File: src/rtl/game_ctrl_fsm.sv
`default_nettype none
// ============================================================================
//  Module      : game_ctrl_fsm
//  Description : Sequencing controller for a sliding-tile (2048-style) game.
//                Issues move and spawn requests to external engines, scans
//                the board one tile per cycle for win/lose conditions and
//                keeps the move counter and sticky end-of-game flags.
//  Revision    : 1.0 - initial release
// ============================================================================
module game_ctrl_fsm #(
    parameter int GRID_N         = 4,
    parameter int TILE_W         = 4,
    parameter int CNT_W          = 16,
    parameter int ALLOW_CONTINUE = 1
) (
    input  logic                              clk,
    input  logic                              rst,
    input  logic                              btn_up,
    input  logic                              btn_down,
    input  logic                              btn_left,
    input  logic                              btn_right,
    input  logic [TILE_W-1:0]                 win_goal,
    input  logic [GRID_N*GRID_N*TILE_W-1:0]   board,
    output logic                              mv_start,
    output logic [1:0]                        mv_dir,
    input  logic                              mv_done,
    input  logic                              mv_changed,
    output logic                              spawn_start,
    input  logic                              spawn_done,
    output logic                              move_en,
    output logic                              busy,
    output logic                              game_over,
    output logic                              game_completed,
    output logic [TILE_W-1:0]                 use_win_goal,
    output logic [CNT_W-1:0]                  move_count,
    output logic [2:0]                        state
);

    localparam int                NUM_TILES      = GRID_N * GRID_N;
    localparam int                IDX_W          = $clog2(NUM_TILES);
    localparam logic [IDX_W-1:0]  C_LAST_IDX     = IDX_W'(NUM_TILES - 1);
    localparam logic [TILE_W-1:0] C_DEFAULT_GOAL = TILE_W'(11);
    localparam logic [CNT_W-1:0]  C_CNT_MAX      = {CNT_W{1'b1}};

    typedef enum logic [2:0] {
        S_INIT  = 3'b000,
        S_IDLE  = 3'b001,
        S_MOVE  = 3'b010,
        S_SPAWN = 3'b011,
        S_SCAN  = 3'b100,
        S_WIN   = 3'b101,
        S_LOSE  = 3'b110
    } state_t;

    // Registered state
    state_t             r_state;
    logic               r_mv_start;
    logic [1:0]         r_mv_dir;
    logic               r_spawn_start;
    logic               r_game_over;
    logic               r_game_completed;
    logic               r_won_latched;
    logic [CNT_W-1:0]   r_move_count;
    logic [1:0]         r_spawn_cnt;
    logic               r_init_fill;      // spawns in progress belong to the initial board fill
    logic [IDX_W-1:0]   r_scan_idx;
    logic               r_found_goal;
    logic               r_found_empty;
    logic               r_found_merge;
    logic [TILE_W-1:0]  r_use_win_goal;

    // Next-state values
    state_t             w_state_nxt;
    logic               w_mv_start_nxt;
    logic [1:0]         w_mv_dir_nxt;
    logic               w_spawn_start_nxt;
    logic               w_game_over_nxt;
    logic               w_game_completed_nxt;
    logic               w_won_latched_nxt;
    logic [CNT_W-1:0]   w_move_count_nxt;
    logic [1:0]         w_spawn_cnt_nxt;
    logic               w_init_fill_nxt;
    logic [IDX_W-1:0]   w_scan_idx_nxt;
    logic               w_found_goal_nxt;
    logic               w_found_empty_nxt;
    logic               w_found_merge_nxt;
    logic [TILE_W-1:0]  w_use_win_goal_nxt;

    // Button decode: any press, and direction with up > down > left > right
    logic               w_btn_any;
    logic [1:0]         w_btn_dir;

    assign w_btn_any = btn_up | btn_down | btn_left | btn_right;
    assign w_btn_dir = btn_up   ? 2'b00 :
                       btn_down ? 2'b01 :
                       btn_left ? 2'b10 : 2'b11;

    // Per-tile condition maps. Neighbour comparisons are resolved statically
    // here so the scan only needs a single-bit mux per flag.
    logic [NUM_TILES-1:0] w_goal_map;
    logic [NUM_TILES-1:0] w_empty_map;
    logic [NUM_TILES-1:0] w_merge_map;

    generate
        for (genvar gr = 0; gr < GRID_N; gr++) begin : g_row
            for (genvar gc = 0; gc < GRID_N; gc++) begin : g_col
                localparam int IDX = gr * GRID_N + gc;
                logic [TILE_W-1:0] w_tile;
                logic              w_eq_right;
                logic              w_eq_down;

                assign w_tile = board[IDX*TILE_W +: TILE_W];

                if (gc < GRID_N - 1) begin : g_right
                    assign w_eq_right = (w_tile == board[(IDX+1)*TILE_W +: TILE_W]);
                end else begin : g_no_right
                    assign w_eq_right = 1'b0;
                end

                if (gr < GRID_N - 1) begin : g_down
                    assign w_eq_down = (w_tile == board[(IDX+GRID_N)*TILE_W +: TILE_W]);
                end else begin : g_no_down
                    assign w_eq_down = 1'b0;
                end

                assign w_goal_map[IDX]  = (w_tile >= r_use_win_goal);
                assign w_empty_map[IDX] = (w_tile == '0);
                assign w_merge_map[IDX] = (w_tile != '0) && (w_eq_right || w_eq_down);
            end
        end
    endgenerate

    // State register and all controller storage; reset returns to INIT
    always_ff @(posedge clk) begin
        if (rst) begin
            r_state          <= S_INIT;
            r_mv_start       <= 1'b0;
            r_mv_dir         <= 2'b00;
            r_spawn_start    <= 1'b0;
            r_game_over      <= 1'b0;
            r_game_completed <= 1'b0;
            r_won_latched    <= 1'b0;
            r_move_count     <= '0;
            r_spawn_cnt      <= 2'd0;
            r_init_fill      <= 1'b0;
            r_scan_idx       <= '0;
            r_found_goal     <= 1'b0;
            r_found_empty    <= 1'b0;
            r_found_merge    <= 1'b0;
            r_use_win_goal   <= '0;
        end else begin
            r_state          <= w_state_nxt;
            r_mv_start       <= w_mv_start_nxt;
            r_mv_dir         <= w_mv_dir_nxt;
            r_spawn_start    <= w_spawn_start_nxt;
            r_game_over      <= w_game_over_nxt;
            r_game_completed <= w_game_completed_nxt;
            r_won_latched    <= w_won_latched_nxt;
            r_move_count     <= w_move_count_nxt;
            r_spawn_cnt      <= w_spawn_cnt_nxt;
            r_init_fill      <= w_init_fill_nxt;
            r_scan_idx       <= w_scan_idx_nxt;
            r_found_goal     <= w_found_goal_nxt;
            r_found_empty    <= w_found_empty_nxt;
            r_found_merge    <= w_found_merge_nxt;
            r_use_win_goal   <= w_use_win_goal_nxt;
        end
    end

    // Next-state and next-value logic; request pulses default low, storage holds
    always_comb begin
        w_state_nxt          = r_state;
        w_mv_start_nxt       = 1'b0;
        w_mv_dir_nxt         = r_mv_dir;
        w_spawn_start_nxt    = 1'b0;
        w_game_over_nxt      = r_game_over;
        w_game_completed_nxt = r_game_completed;
        w_won_latched_nxt    = r_won_latched;
        w_move_count_nxt     = r_move_count;
        w_spawn_cnt_nxt      = r_spawn_cnt;
        w_init_fill_nxt      = r_init_fill;
        w_scan_idx_nxt       = r_scan_idx;
        w_found_goal_nxt     = r_found_goal;
        w_found_empty_nxt    = r_found_empty;
        w_found_merge_nxt    = r_found_merge;
        w_use_win_goal_nxt   = r_use_win_goal;

        case (r_state)
            S_INIT: begin
                w_use_win_goal_nxt = (win_goal == '0) ? C_DEFAULT_GOAL : win_goal;
                w_spawn_cnt_nxt    = 2'd0;
                w_init_fill_nxt    = 1'b1;
                w_spawn_start_nxt  = 1'b1;
                w_state_nxt        = S_SPAWN;
            end

            S_IDLE: begin
                if (w_btn_any) begin
                    w_mv_dir_nxt   = w_btn_dir;
                    w_mv_start_nxt = 1'b1;
                    w_state_nxt    = S_MOVE;
                end
            end

            S_MOVE: begin
                if (mv_done) begin
                    if (mv_changed) begin
                        if (r_move_count != C_CNT_MAX) begin
                            w_move_count_nxt = r_move_count + CNT_W'(1);
                        end
                        w_spawn_cnt_nxt   = 2'd0;
                        w_init_fill_nxt   = 1'b0;
                        w_spawn_start_nxt = 1'b1;
                        w_state_nxt       = S_SPAWN;
                    end else begin
                        w_state_nxt = S_IDLE;
                    end
                end
            end

            S_SPAWN: begin
                if (spawn_done) begin
                    w_spawn_cnt_nxt = r_spawn_cnt + 2'd1;
                    // The initial fill needs two tiles; a move needs one
                    if (r_init_fill && (r_spawn_cnt == 2'd0)) begin
                        w_spawn_start_nxt = 1'b1;
                    end else begin
                        w_init_fill_nxt   = 1'b0;
                        w_scan_idx_nxt    = '0;
                        w_found_goal_nxt  = 1'b0;
                        w_found_empty_nxt = 1'b0;
                        w_found_merge_nxt = 1'b0;
                        w_state_nxt       = S_SCAN;
                    end
                end
            end

            S_SCAN: begin
                w_found_goal_nxt  = r_found_goal  | w_goal_map[r_scan_idx];
                w_found_empty_nxt = r_found_empty | w_empty_map[r_scan_idx];
                w_found_merge_nxt = r_found_merge | w_merge_map[r_scan_idx];
                if (r_scan_idx == C_LAST_IDX) begin
                    // Verdict includes the final tile's contribution
                    if (w_found_goal_nxt && !r_won_latched) begin
                        w_game_completed_nxt = 1'b1;
                        w_state_nxt          = S_WIN;
                    end else if (!w_found_empty_nxt && !w_found_merge_nxt) begin
                        w_game_over_nxt = 1'b1;
                        w_state_nxt     = S_LOSE;
                    end else begin
                        w_state_nxt = S_IDLE;
                    end
                end else begin
                    w_scan_idx_nxt = r_scan_idx + IDX_W'(1);
                end
            end

            S_WIN: begin
                // The continuing press is consumed here and never becomes a move
                if ((ALLOW_CONTINUE != 0) && w_btn_any) begin
                    w_won_latched_nxt = 1'b1;
                    w_state_nxt       = S_IDLE;
                end
            end

            S_LOSE: begin
                w_state_nxt = S_LOSE;
            end

            default: begin
                w_state_nxt = S_INIT;
            end
        endcase
    end

    assign state          = r_state;
    assign mv_start       = r_mv_start;
    assign mv_dir         = r_mv_dir;
    assign spawn_start    = r_spawn_start;
    assign game_over      = r_game_over;
    assign game_completed = r_game_completed;
    assign move_count     = r_move_count;
    assign use_win_goal   = r_use_win_goal;
    assign move_en        = (r_state == S_IDLE);
    assign busy           = (r_state == S_INIT)  || (r_state == S_MOVE) ||
                            (r_state == S_SPAWN) || (r_state == S_SCAN);

endmodule
`default_nettype wire

File: config.mk
export PLATFORM = sky130hd
export DESIGN_NAME = game_ctrl_fsm
export DESIGN_NICKNAME = d
export VERILOG_FILES = /design/src/rtl/game_ctrl_fsm.sv
export SDC_FILE = /design/constraint.sdc
export NUM_CORES = 1
export LEC_CHECK = 0
export ABC_AREA = 1
export CAP_MARGIN = 20
export CORE_MARGIN = 2
export CORE_UTILIZATION = 58
export CTS_CLUSTER_SIZE = 40
export DETAILED_ROUTE_END_ITERATION = 10
export PLACE_DENSITY = 0.88
export SYNTH_ARGS = -nofsm -noshare
export SYNTH_HDL_FRONTEND = slang
export SYNTH_SLANG_ARGS = --single-unit
File: constraint.sdc
create_clock -name clk -period 6.7 [get_ports clk]
set_clock_uncertainty 0.05 [all_clocks]
set_input_delay 1.34 -clock clk [delete_from_list [all_inputs] [get_ports clk]]
set_output_delay 1.34 -clock clk [all_outputs]
set_load 0.03 [all_outputs]
==> reports/qor.yml <==
status: "complete, no violations"
clock_latency_ns: 0.31
power_density_mw_per_mm2: 218
slowest_stage: "clkdlybuf4s50_1"
syn_area_per_cell_um2: 5.59
postCtsHoldBufs: 0
vias_per_cell: 5.38
fin_cells: 1195
crit_chain: "clkdlybuf4s50_1 > inv_1 > ha_1 > o21ai_0 > nand2_1 > nand2_1 > nand3_1 > nand3_1 > nand2_1 > nand3_1 > nand3_1 > nand2_1 > nand3_1 > nand2_1 > nand2_1 > nand2_1 > a21oi_1"
firstDrtPassIters: 5
grt_util_met1_pct: 43.9
p_leak_uw: 0.00364
worst_setup_path_start_kind: "input port"
cts.path.max_buffers: 2
reg2reg_slack_ns: 3.85
hold_violations: 0
cp_common_cell: "nand2_1"
cts.htree.levels: 2
cts-buffers-inserted: 5
fin_setup_tns_ns: 0
final_util_pct: 73.2
min_period_ns: 3.52
cts_root_buf: "clkbuf_8"
busiest_layer: "met2"
synth_cells: 980
drtIter0Drc: 491
ant_nets: 0
die-area_mm2: 0.0102
path_depth: 17
clk_pin_slew_ns: 0.08
drc: 0
crit_start: "board[4]"
wl_per_cell_um: 13.7
drt-total-wl_um: 16300
timing.critical_path.to: "state[0]"
reg2reg_from: "use_win_goal[1]"
grt_pass1_vias: 5987
ys_seq_area_share_pct: 14.6
gp_congestion: 0.936
gr-total-overflow: 0
ctsResizeCount: 0
grt_util_all_layers_pct: 32.8
core_mm2: 0.00920
initial_utilization_pct: 59.5
clock-sinks: 40
vdd.ir_drop.worst_mv: 0.191
rsz0062_at_grt: "false"
ys.warnings.count: 0
setup_viol: 0
hp-class: "register to register"
globalRouteMet2Util_pct: 53.1
crit_type: "input port to register"
cp_top_family: "simple AND/OR/NAND/NOR gates"
fp.dieW_um: 101
met3_usage_pct: 6.63
mostFrequentLayoutCells: "nand2_1, inv_1, nor2_1"
rows: 35
fin_crit_sh_pct: 52.5
io_pins: 108
dp.cells: 1188
nets: 1228
ys_ff_latch: 40
final_common_cell: "nand2_1"
slowest_delay_ns: 0.60
hold_path_depth: 2
relSlewSlack_pct: 40.1
drive_above_1_share_pct: 2.31
cp_max_fo: 5
grt_pass1_wl_um: 27500
diodes: 0
ys_types: 32
endpoint_kind: "register"
die_h_um: 101
grt_max_degree: 25
p_total_uw: 1470
hpwl_um: 12500
port_buffers: 107
post-cts-setup-buffer-count: 0
antenna_found_initial: 0
tightest_slew_ns: 0.898
fillers: 824
syn_area_mm2: 0.00548
critPathBufInv: 2
reg2reg_depth: 18
vias: 6434
r2r-end: "state[0]"
fmax_mhz: 284
cts_tree: "built"
cap_violations: 0
synth_fp_nets: 1124
syn_to_final_growth_pct: 22.9
finalMaxSlewViolations: 0
worstPathRequired_ns: 6.84
cp.arrival_ns: 3.66
-- state kept, by name, summed over array words and instances (netlist names), 2 cells and up --
signal / count
r_scan_idx: 4
use_win_goal: 4
r_spawn_cnt: 2
mv_dir: 2
state: 3
move_count: 16
-- synth_stat cells (all sizes together) --
cell     count  area share (%)
nand2      342              24
o211a        1            0.18
a31oi        7            0.80
clkinv       1           0.068
buf          4            0.37
nor3b        3            0.50
o21ai       46             4.2
xnor2        1            0.16
ha          67              15
nor2       119             8.9
nand4       13             1.5
nor3        14             1.3
xor2        27             4.3
a21oi       44             4.0
a211oi       5            0.69
dfxtp       40              15
o21bai       3            0.41
clkbuf       8            0.55
nand3       57             5.4
a221oi       2            0.32
inv        168              12
nor4         3            0.34
a2bb2oi      1            0.16
o21a         4            0.55
-- how the worst min path moves through the flow --
stage,to,slack (ns),start
final,r_won_latched,0.41,r_won_latched
after global placement,r_won_latched,0.40,r_won_latched
after floorplan,r_won_latched,0.39,r_won_latched
after CTS,r_won_latched,0.41,r_won_latched
after global routing,r_won_latched,0.43,r_won_latched
after detailed placement,r_won_latched,0.40,r_won_latched
-- area by class of cell --
type | instances | area (µm²) | share of cell area (%)
clock inverters | 2 | 12.5 | 0.186
repair buffers | 109 | 1090 | 16.1
clock buffers | 5 | 68.8 | 1.02
well taps | 111 | 139 | 2.06
multi-input cells | 759 | 3990 | 59.3
inverters | 169 | 634 | 9.42
flip-flops and latches | 40 | 801 | 11.9
-- metal layers --
| layer | share of wire, % | wire, µm | vias up |
|---|---|---|---|
| li1 | - | - | 3292 |
| met2 | 45 | 7290 | 301 |
| met4 | 2.0 | 334 | 0 |
| met5 | 0 | 0 | - |
| met1 | 43 | 7090 | 2803 |
| met3 | 10 | 1630 | 38 |
-- per-stage QoR --
| stage | setup slack (ns) | hold WS [ns] | cell area, µm² |
|---|---|---|---|
| global route | 2.96 | 0.434 | 6730 |
| floorplan | 3.70 | 0.386 | 5480 |
| finish | 3.18 | 0.411 | 6730 |
| detailed placement | 2.91 | 0.401 | 6650 |
| CTS | 3.23 | 0.412 | 6730 |
| global placement | 2.98 | 0.396 | 6650 |
-- power by group --
group	total, µW	switching [µW]	internal (µW)
clock	160	89.2	70.6
sequential	314	37.1	277
combinational	994	624	370
-- kinds of logic (layout without fill, tap and decap cells) --
| logic type | after synthesis | in the layout | share of synthesized area (%) |
|---|---|---|---|
| AND/OR/NAND/NOR | 551 | 551 | 41.8 |
| buffers and inverters | 181 | 285 | 12.5 |
| AO/OA/AOI/OAI | 113 | 113 | 11.3 |
| adder cells (fa/ha/maj) | 67 | 67 | 15.3 |
| flip-flops | 40 | 40 | 14.6 |
| XOR/XNOR | 28 | 28 | 4.48 |
-- tightest hold or removal path, stage by stage, from the launching register on --
cell     delay [ns]
dfxtp_1        0.30
inv_1          0.06
a21oi_1        0.06
No activity file was read; power rests on OpenSTA's default activity.
